===== src/rtl/adc_threshold_capture_pkg.sv =====
// adc_capture_pkg: shared state type, lane constants and the saturating
// absolute-value helper for the ADC threshold capture stage.
package adc_capture_pkg;
  localparam int NUM_LANES   = 8;
  localparam int SAMPLE_BITS = 16;
  typedef enum logic [1:0] {IDLE, FILL, ARMED, CAPTURE} cap_state_t;
  // |s| with the most negative code clamped to the largest positive magnitude
  function automatic logic [SAMPLE_BITS-2:0] lane_abs(input logic signed [SAMPLE_BITS-1:0] s);
    logic [SAMPLE_BITS-1:0] m;
    m = s[SAMPLE_BITS-1] ? SAMPLE_BITS'(-s) : SAMPLE_BITS'(s);
    return m[SAMPLE_BITS-1] ? '1 : m[SAMPLE_BITS-2:0];
  endfunction
endpackage


===== src/rtl/adc_threshold_capture_if.sv =====
// adc_threshold_capture_if: AXI4-Stream data/valid/ready bundle used on both
// the ADC side and the readout-buffer side of the capture stage.
interface adc_threshold_capture_if
  import adc_capture_pkg::*;
#(
  parameter int W = NUM_LANES * SAMPLE_BITS
);
  logic [W-1:0] tdata;
  logic         tvalid;
  logic         tready;
  modport master (output tdata, output tvalid, input tready);
  modport slave  (input tdata, input tvalid, output tready);
endinterface


===== src/rtl/adc_threshold_capture_trig_detect.sv =====
// trig_detect: eight-lane saturating |sample| > threshold compare, OR-reduced,
// qualified by an enable, with both a same-cycle fire and a registered pulse.
module trig_detect
  import adc_capture_pkg::*;
(
  input  logic                             clk,
  input  logic                             rst_n,
  input  logic                             en_i,
  input  logic                             force_i,
  input  logic [NUM_LANES*SAMPLE_BITS-1:0] data_i,
  input  logic [SAMPLE_BITS-2:0]           threshold_i,
  output logic                             fire_o,
  output logic                             fire_q_o
);
  logic [NUM_LANES-1:0] over;
  for (genvar i = 0; i < NUM_LANES; i++) begin : g_lane
    assign over[i] = lane_abs(data_i[i*SAMPLE_BITS +: SAMPLE_BITS]) > threshold_i;
  end
  assign fire_o = en_i && ((|over) || force_i);
  always_ff @(posedge clk or negedge rst_n)
    if (!rst_n) fire_q_o <= 1'b0;
    else        fire_q_o <= fire_o;
endmodule


===== src/rtl/adc_threshold_capture.sv =====
// adc_threshold_capture: free-running delay line plus trigger FSM that emits a
// fixed window of pre- and post-trigger ADC beats to one readout buffer.
module adc_threshold_capture #(
  parameter int ADC_WIDTH     = 128,
  parameter int SAMPLE_BITS   = 16,
  parameter int PRETRIG_BEATS = 16,
  parameter int CAPTURE_BEATS = 256
) (
  input  logic                    aclk,
  input  logic                    aresetn,
  adc_threshold_capture_if.slave  s_axis,
  adc_threshold_capture_if.master m_axis,
  input  logic [SAMPLE_BITS-2:0]  threshold,
  input  logic                    arm,
  input  logic                    force_trig,
  input  logic                    auto_rearm,
  output logic                    trig_out,
  output logic                    capture_done,
  output logic                    overflow,
  output logic                    busy
);
  import adc_capture_pkg::*;
  localparam int D  = PRETRIG_BEATS;
  localparam int L  = CAPTURE_BEATS;
  localparam int FW = $clog2(D + 1);
  localparam int WW = $clog2(L + 1);
  cap_state_t           state_q;
  logic [FW-1:0]        fill_q;
  logic [WW-1:0]        win_q;
  logic [ADC_WIDTH-1:0] dl_q [D];
  logic [ADC_WIDTH-1:0] m_tdata_q;
  logic                 m_tvalid_q;
  logic                 done_q;
  logic                 ovf_q;
  logic                 rdy_q;
  logic                 fire;
  // dl_q[D-1] is always the beat D valid beats older than the incoming one
  always_ff @(posedge aclk)
    if (s_axis.tvalid) begin
      dl_q[0] <= s_axis.tdata;
      for (int j = 1; j < D; j++) dl_q[j] <= dl_q[j-1];
    end
  trig_detect u_trig (
    .clk         (aclk),
    .rst_n       (aresetn),
    .en_i        (s_axis.tvalid && state_q == ARMED),
    .force_i     (force_trig),
    .data_i      (s_axis.tdata),
    .threshold_i (threshold),
    .fire_o      (fire),
    .fire_q_o    (trig_out)
  );
  // After the last window beat CAPTURE lingers two cycles: one to raise
  // capture_done, one to leave, so busy drops the cycle after the pulse.
  always_ff @(posedge aclk or negedge aresetn)
    if (!aresetn) begin
      state_q    <= IDLE;
      fill_q     <= '0;
      win_q      <= '0;
      m_tdata_q  <= '0;
      m_tvalid_q <= 1'b0;
      done_q     <= 1'b0;
      ovf_q      <= 1'b0;
      rdy_q      <= 1'b0;
    end else begin
      rdy_q      <= 1'b1;
      done_q     <= 1'b0;
      m_tvalid_q <= 1'b0;
      if (s_axis.tvalid) m_tdata_q <= dl_q[D-1];
      if (m_tvalid_q && !m_axis.tready) ovf_q <= 1'b1;
      case (state_q)
        IDLE:
          if (arm) begin
            state_q <= FILL;
            fill_q  <= '0;
            ovf_q   <= 1'b0;
          end
        FILL:
          if (s_axis.tvalid) begin
            fill_q <= fill_q + 1'b1;
            if (fill_q == FW'(D - 1)) state_q <= ARMED;
          end
        ARMED:
          if (fire) begin
            state_q    <= CAPTURE;
            win_q      <= WW'(1);
            m_tvalid_q <= 1'b1;
          end
        CAPTURE:
          if (done_q) begin
            state_q <= auto_rearm ? ARMED : IDLE;
            win_q   <= '0;
          end else if (win_q == WW'(L)) begin
            done_q <= 1'b1;
          end else if (s_axis.tvalid) begin
            win_q      <= win_q + 1'b1;
            m_tvalid_q <= 1'b1;
          end
      endcase
    end
  assign s_axis.tready = rdy_q;
  assign m_axis.tdata  = m_tdata_q;
  assign m_axis.tvalid = m_tvalid_q;
  assign capture_done  = done_q;
  assign overflow      = ovf_q;
  assign busy          = state_q != IDLE;
endmodule


===== src/flat_wrapper.sv =====
// flat-port wrapper written by rule: the top's interface ports become plain ports
module adc_threshold_capture_flat import adc_capture_pkg::*;
#(
  parameter int ADC_WIDTH     = 128,
  parameter int SAMPLE_BITS   = 16,
  parameter int PRETRIG_BEATS = 16,
  parameter int CAPTURE_BEATS = 256
)
  (aclk, aresetn, threshold, arm, force_trig, auto_rearm, trig_out, capture_done, overflow, busy, s_axis_tdata, s_axis_tvalid, s_axis_tready, m_axis_tdata, m_axis_tvalid, m_axis_tready);
  adc_threshold_capture_if #(.W(128)) s_axis_i ();
  adc_threshold_capture_if #(.W(128)) m_axis_i ();
  input  logic aclk;
  input  logic aresetn;
  input  logic [SAMPLE_BITS-2:0] threshold;
  input  logic arm;
  input  logic force_trig;
  input  logic auto_rearm;
  output logic trig_out;
  output logic capture_done;
  output logic overflow;
  output logic busy;
  input wire logic [$bits(s_axis_i.tdata)-1:0] s_axis_tdata;
  input wire logic [$bits(s_axis_i.tvalid)-1:0] s_axis_tvalid;
  output wire logic [$bits(s_axis_i.tready)-1:0] s_axis_tready;
  output wire logic [$bits(m_axis_i.tdata)-1:0] m_axis_tdata;
  output wire logic [$bits(m_axis_i.tvalid)-1:0] m_axis_tvalid;
  input wire logic [$bits(m_axis_i.tready)-1:0] m_axis_tready;
  assign s_axis_i.tdata = s_axis_tdata;
  assign s_axis_i.tvalid = s_axis_tvalid;
  assign s_axis_tready = s_axis_i.tready;
  assign m_axis_tdata = m_axis_i.tdata;
  assign m_axis_tvalid = m_axis_i.tvalid;
  assign m_axis_i.tready = m_axis_tready;
  adc_threshold_capture #(.ADC_WIDTH(ADC_WIDTH), .SAMPLE_BITS(SAMPLE_BITS), .PRETRIG_BEATS(PRETRIG_BEATS), .CAPTURE_BEATS(CAPTURE_BEATS)) u_core (.aclk(aclk), .aresetn(aresetn), .s_axis(s_axis_i), .m_axis(m_axis_i), .threshold(threshold), .arm(arm), .force_trig(force_trig), .auto_rearm(auto_rearm), .trig_out(trig_out), .capture_done(capture_done), .overflow(overflow), .busy(busy));
endmodule

===== config.mk =====
export PLATFORM = sky130hd
export DESIGN_NAME = adc_threshold_capture_flat
export DESIGN_NICKNAME = d
export VERILOG_FILES = /design/src/rtl/adc_threshold_capture_pkg.sv /design/src/rtl/adc_threshold_capture_if.sv /design/src/rtl/adc_threshold_capture_trig_detect.sv /design/src/rtl/adc_threshold_capture.sv /design/src/flat_wrapper.sv
export SDC_FILE = /design/constraint.sdc
export NUM_CORES = 2
export LEC_CHECK = 0
export ABC_AREA = 1
export CORE_MARGIN = 3
export CORE_UTILIZATION = 60
export CTS_CLUSTER_SIZE = 28
export DETAILED_ROUTE_END_ITERATION = 16
export GPL_TIMING_DRIVEN = 0
export HOLD_SLACK_MARGIN = 0.08
export PLACE_DENSITY_LB_ADDON = 0.15
export RECOVER_POWER = 50
export SKIP_LAST_GASP = 1
export SLEW_MARGIN = 30
export SYNTH_ARGS = -nofsm -noshare
export SYNTH_HDL_FRONTEND = slang
export SYNTH_SLANG_ARGS = --single-unit

===== constraint.sdc =====
create_clock -name aclk -period 1.8 [get_ports aclk]
set_input_delay 0.36 -clock aclk [delete_from_list [all_inputs] [get_ports aclk]]
set_output_delay 0.36 -clock aclk [all_outputs]
set_load 0.03 [all_outputs]

==> key figures <==
Status
  – Status: finished, violations left
  – Failing checks: negative setup slack

Floorplan
  – DIE WIDTH: 356 um
  – Floorplan die height: 356 um
  – Area of the placeable core: 0.121 sq mm
  – Initial Util: 60.9%
  – Row count: 127
  – Number of top-level pins: 284
  – Floorplan die area: 0.127 sq mm

STA
  – Fin worst setup slack: -1.03 ns
  – Max-slew violations: 0
  – Clock period minus worst slack: 2.83 ns
  – Slew Limit Headroom: 8.79%
  – Maximum clock rate: 0.353 GHz
  – RSZ-0062 raised after global routing: true
  – Final total negative setup slack: -20.02 ns
  – Hold violation count in the final report: 0
  – Max Clock Skew: 0.0277 ns
  – Actual transition at the worst max-transition pin: 1.37 ns
  – Period utilisation layout: 157%
  – Setup violators final: 208

Route
  – Number of design-rule violations left by the first detailed-router iteration: 2,649
  – First-pass iteration count of the detailed router: 5
  – Average detailed-routed wire length per instance: 18.1 um
  – Via density per instance: 5.05
  – DR vias: 31,969
  – Remaining antenna violation count after routing: 0
  – Total routed wirelength: 114,000 um
  – Residual DRC: 0

Layout
  – Ratio of cells with drive above 1 in the final layout: 18.7%
  – Number of nets in the finished design: 4,806
  – Most common library cell in the layout ignoring fill and taps: edfxtp_1
  – Final std cells w/o fill: 6,327
  – Most frequent cells in the layout: edfxtp_1, nand2_1, clkbuf_16
  – Syn-to-layout area delta: 19.5%
  – Post-route cell area: 0.0880 sq mm

Clocking
  – Clock Tree Root: clkbuf_16
  – TritonCTS clock tree: done
  – Latest clock arrival within the worst-skew pair: 0.78 ns
  – Clock H-tree levels: 4
  – Clock transition at the register clock pins on the worst setup and hold paths after CTS: 0.06 ns
  – Cts bufs inserted: 205
  – Clock sink total: 2,197
  – Deepest clock path buffer count: 3

Place
  – GP Congestion: 0.802
  – Post-Place Setup Slack: -2.80 ns
  – Total cell area at the placement stage: 0.0791 sq mm
  – Quantity of I/O buffers inserted on ports: 283
  – Detailed Place HPWL: 64,900 um
  – Total placed cells including tap cells: 5,762

Power and ir drop
  – Worst vdd ir: 0.00101 V
  – Overall power of the completed layout: 108 mW
  – Leakage power: 33.1 nW
  – PD cells: 1230 mW/mm^2

Logic synthesis
  – Part of the Yosys area used for sequential elements: 88.6%
  – Register bit total from synthesis: 2,197
  – Syn_area_per_cell: 19.1 sq um
  – Main flop type after synthesis: edfxtp_1
  – Cell count after synthesis: 3,846
  – Share of synthesized cell area in full adder, half adder and majority cells: 2.24%
  – Number of distinct standard cells referenced by the synthesized netlist: 48
  – Number of synthesized flops with an enable pin: 2,048
  – Dominant combinational cell family by area after synthesis: simple AND/OR/NAND/NOR gates
  – Synthesized Nets: 4,128
  – Synthesis warning total: 0
  – Multiplexer share of the synthesized area: 0%
  – Cell area after synthesis: 0.0736 sq mm
  – Synth async-reset ratio: 6.78%
  – Fraction of the mapped netlist area in compound gates: 1.05%
  – Post-Synth Simple-Gate Area: 6.26%
  – Post-synthesis share of cell area spent on xor and xnor gates: 0.606%

Min path
  – Worst min path class: in2reg

Setup path
  – Kind of critical path: in2reg
  – Worst Setup End Kind: register
  – Critical path arrival: 3.49 ns
  – Data required, critical path: 2.46 ns
  – Critical Path Start Type: input port
  – Largest fanout on the critical path: 6

Run
  – Max capacitance violation total: 0

Global route
  – Initial antenna violation count: 30
  – Vias in the first global route: 30,936
  – Pin count of the biggest net entering global routing: 204
  – Global route overflow: 0
  – Global router's overall resource usage: 18.0%
  – Wire length of the first global-routing pass: 173,000 um
per-stage QoR:
| step | hold slack [ns] | util, % |
|---|---|---|
| final | 0.204 | 72.8 |
| after global routing | 0.155 | 72.8 |
| after CTS | 0.106 | 72.2 |
| after detailed placement | 0.277 | 65.4 |
| after global placement | 0.400 | 64.9 |
| after floorplan | 0.0644 | - |
path summary, 6_finish.rpt:
kind                       cells past startpoint               start                       to  slack, ns
min reg2reg                                    0  u_core.dl_q[8][65]       u_core.dl_q[9][65]       0.39
max                                           25    s_axis_tdata[37]          u_core.win_q[7]      -1.03
min in group asynchronous                      3             aresetn  u_core.m_axis.tdata[53]       0.60
max reg2reg                                    8    u_core.fill_q[0]        u_core.state_q[0]      -0.07
max in group asynchronous                      4             aresetn  u_core.m_axis.tdata[75]       0.44
min                                            1   s_axis_tdata[119]      u_core.dl_q[0][119]       0.20
area by class of cell:
| cell class | instances | area [sq um] |
|---|---|---|
| sequential | 2197 | 65200 |
| fill | 7230 | 32900 |
| multi-input combinational | 1412 | 8410 |
| clock buffer | 291 | 5750 |
| timing repair buffer | 472 | 4600 |
| tap | 1612 | 2020 |
| clock inverter | 96 | 916 |
| inverter | 192 | 751 |
| buffer | 44 | 295 |
| antenna | 11 | 27.5 |
what timing repair did:
item                                   in CTS  in global routing
hold buffers                               66                 11
setup buffers                              52                 25
pin swaps                                 111                 88
cloned                                     14                  6
gates resized for setup                  1086                140
setup endpoints to repair                1083               1441
endpoints found under the hold margin     307                 11
cell usage after synthesis, types with 27 or more instances:
cell / n / share of area [%]
nand3_1: 92 / 0.63
inv_1: 189 / 0.96
edfxtp_1: 2048 / 84
nand2_1: 746 / 3.8
ha_1: 132 / 2.2
or2_2: 27 / 0.23
dfrtp_1: 149 / 5.1
a21oi_1: 59 / 0.40
o21ai_0: 51 / 0.35
nor2_1: 134 / 0.68
xor2_1: 40 / 0.48
clkbuf_1: 31 / 0.16
state kept, by name, indices dropped and copies added, names as in the netlist:
name                    flops
u_core.win_q                9
u_core.s_axis.tready        1
u_core.u_trig.fire_q_o      1
u_core.state_q              2
u_core.fill_q               5
u_core.overflow             1
u_core.m_axis.tdata       128
u_core.m_axis.tvalid        1
u_core.dl_q              2048
u_core.capture_done         1
critical path, cell delays in order:
cell,delay [ns]
dlygate4sd2_1,0.30
nor2_1,0.18
nand3_2,0.14
nor2_4,0.14
a31oi_4,0.10
inv_2,0.09
o21ai_0,0.12
or2_2,0.31
nand3_2,0.06
ha_1,0.25
nand2_2,0.11
inv_1,0.04
nand2_1,0.06
nand2_1,0.06
a21oi_1,0.13
nand2_1,0.08
nand2_2,0.10
nand2_4,0.08
nor2_4,0.10
nand3_4,0.14
nand2_4,0.14
nand2_8,0.09
buf_8,0.16
nand3_2,0.05
nand2_1,0.06
report_power, final:
part	total, mW	switching, mW	leakage, nW	internal, mW
clock network	41.6	17.4	3.25	24.2
registers	60.3	0.914	21.9	59.4
logic	6.22	4.06	7.99	2.16
cells by family after synthesis:
logic type,count (synthesis)
flip-flops,2197
adder cells (fa/ha/maj),132
other,1
AND/OR/NAND/NOR,1089
AO/OA/AOI/OAI,138
XOR/XNOR,51
buffers and inverters,238
layer usage:
metal,up-vias,share of wire (%),track usage [%]
met5,-,0.090,0
met4,16,2.5,5.77
met3,223,6.3,4.72
met2,716,48,28.9
met1,15473,43,24.5
li1,15541,-,-
(Power assumes the default switching activity.)
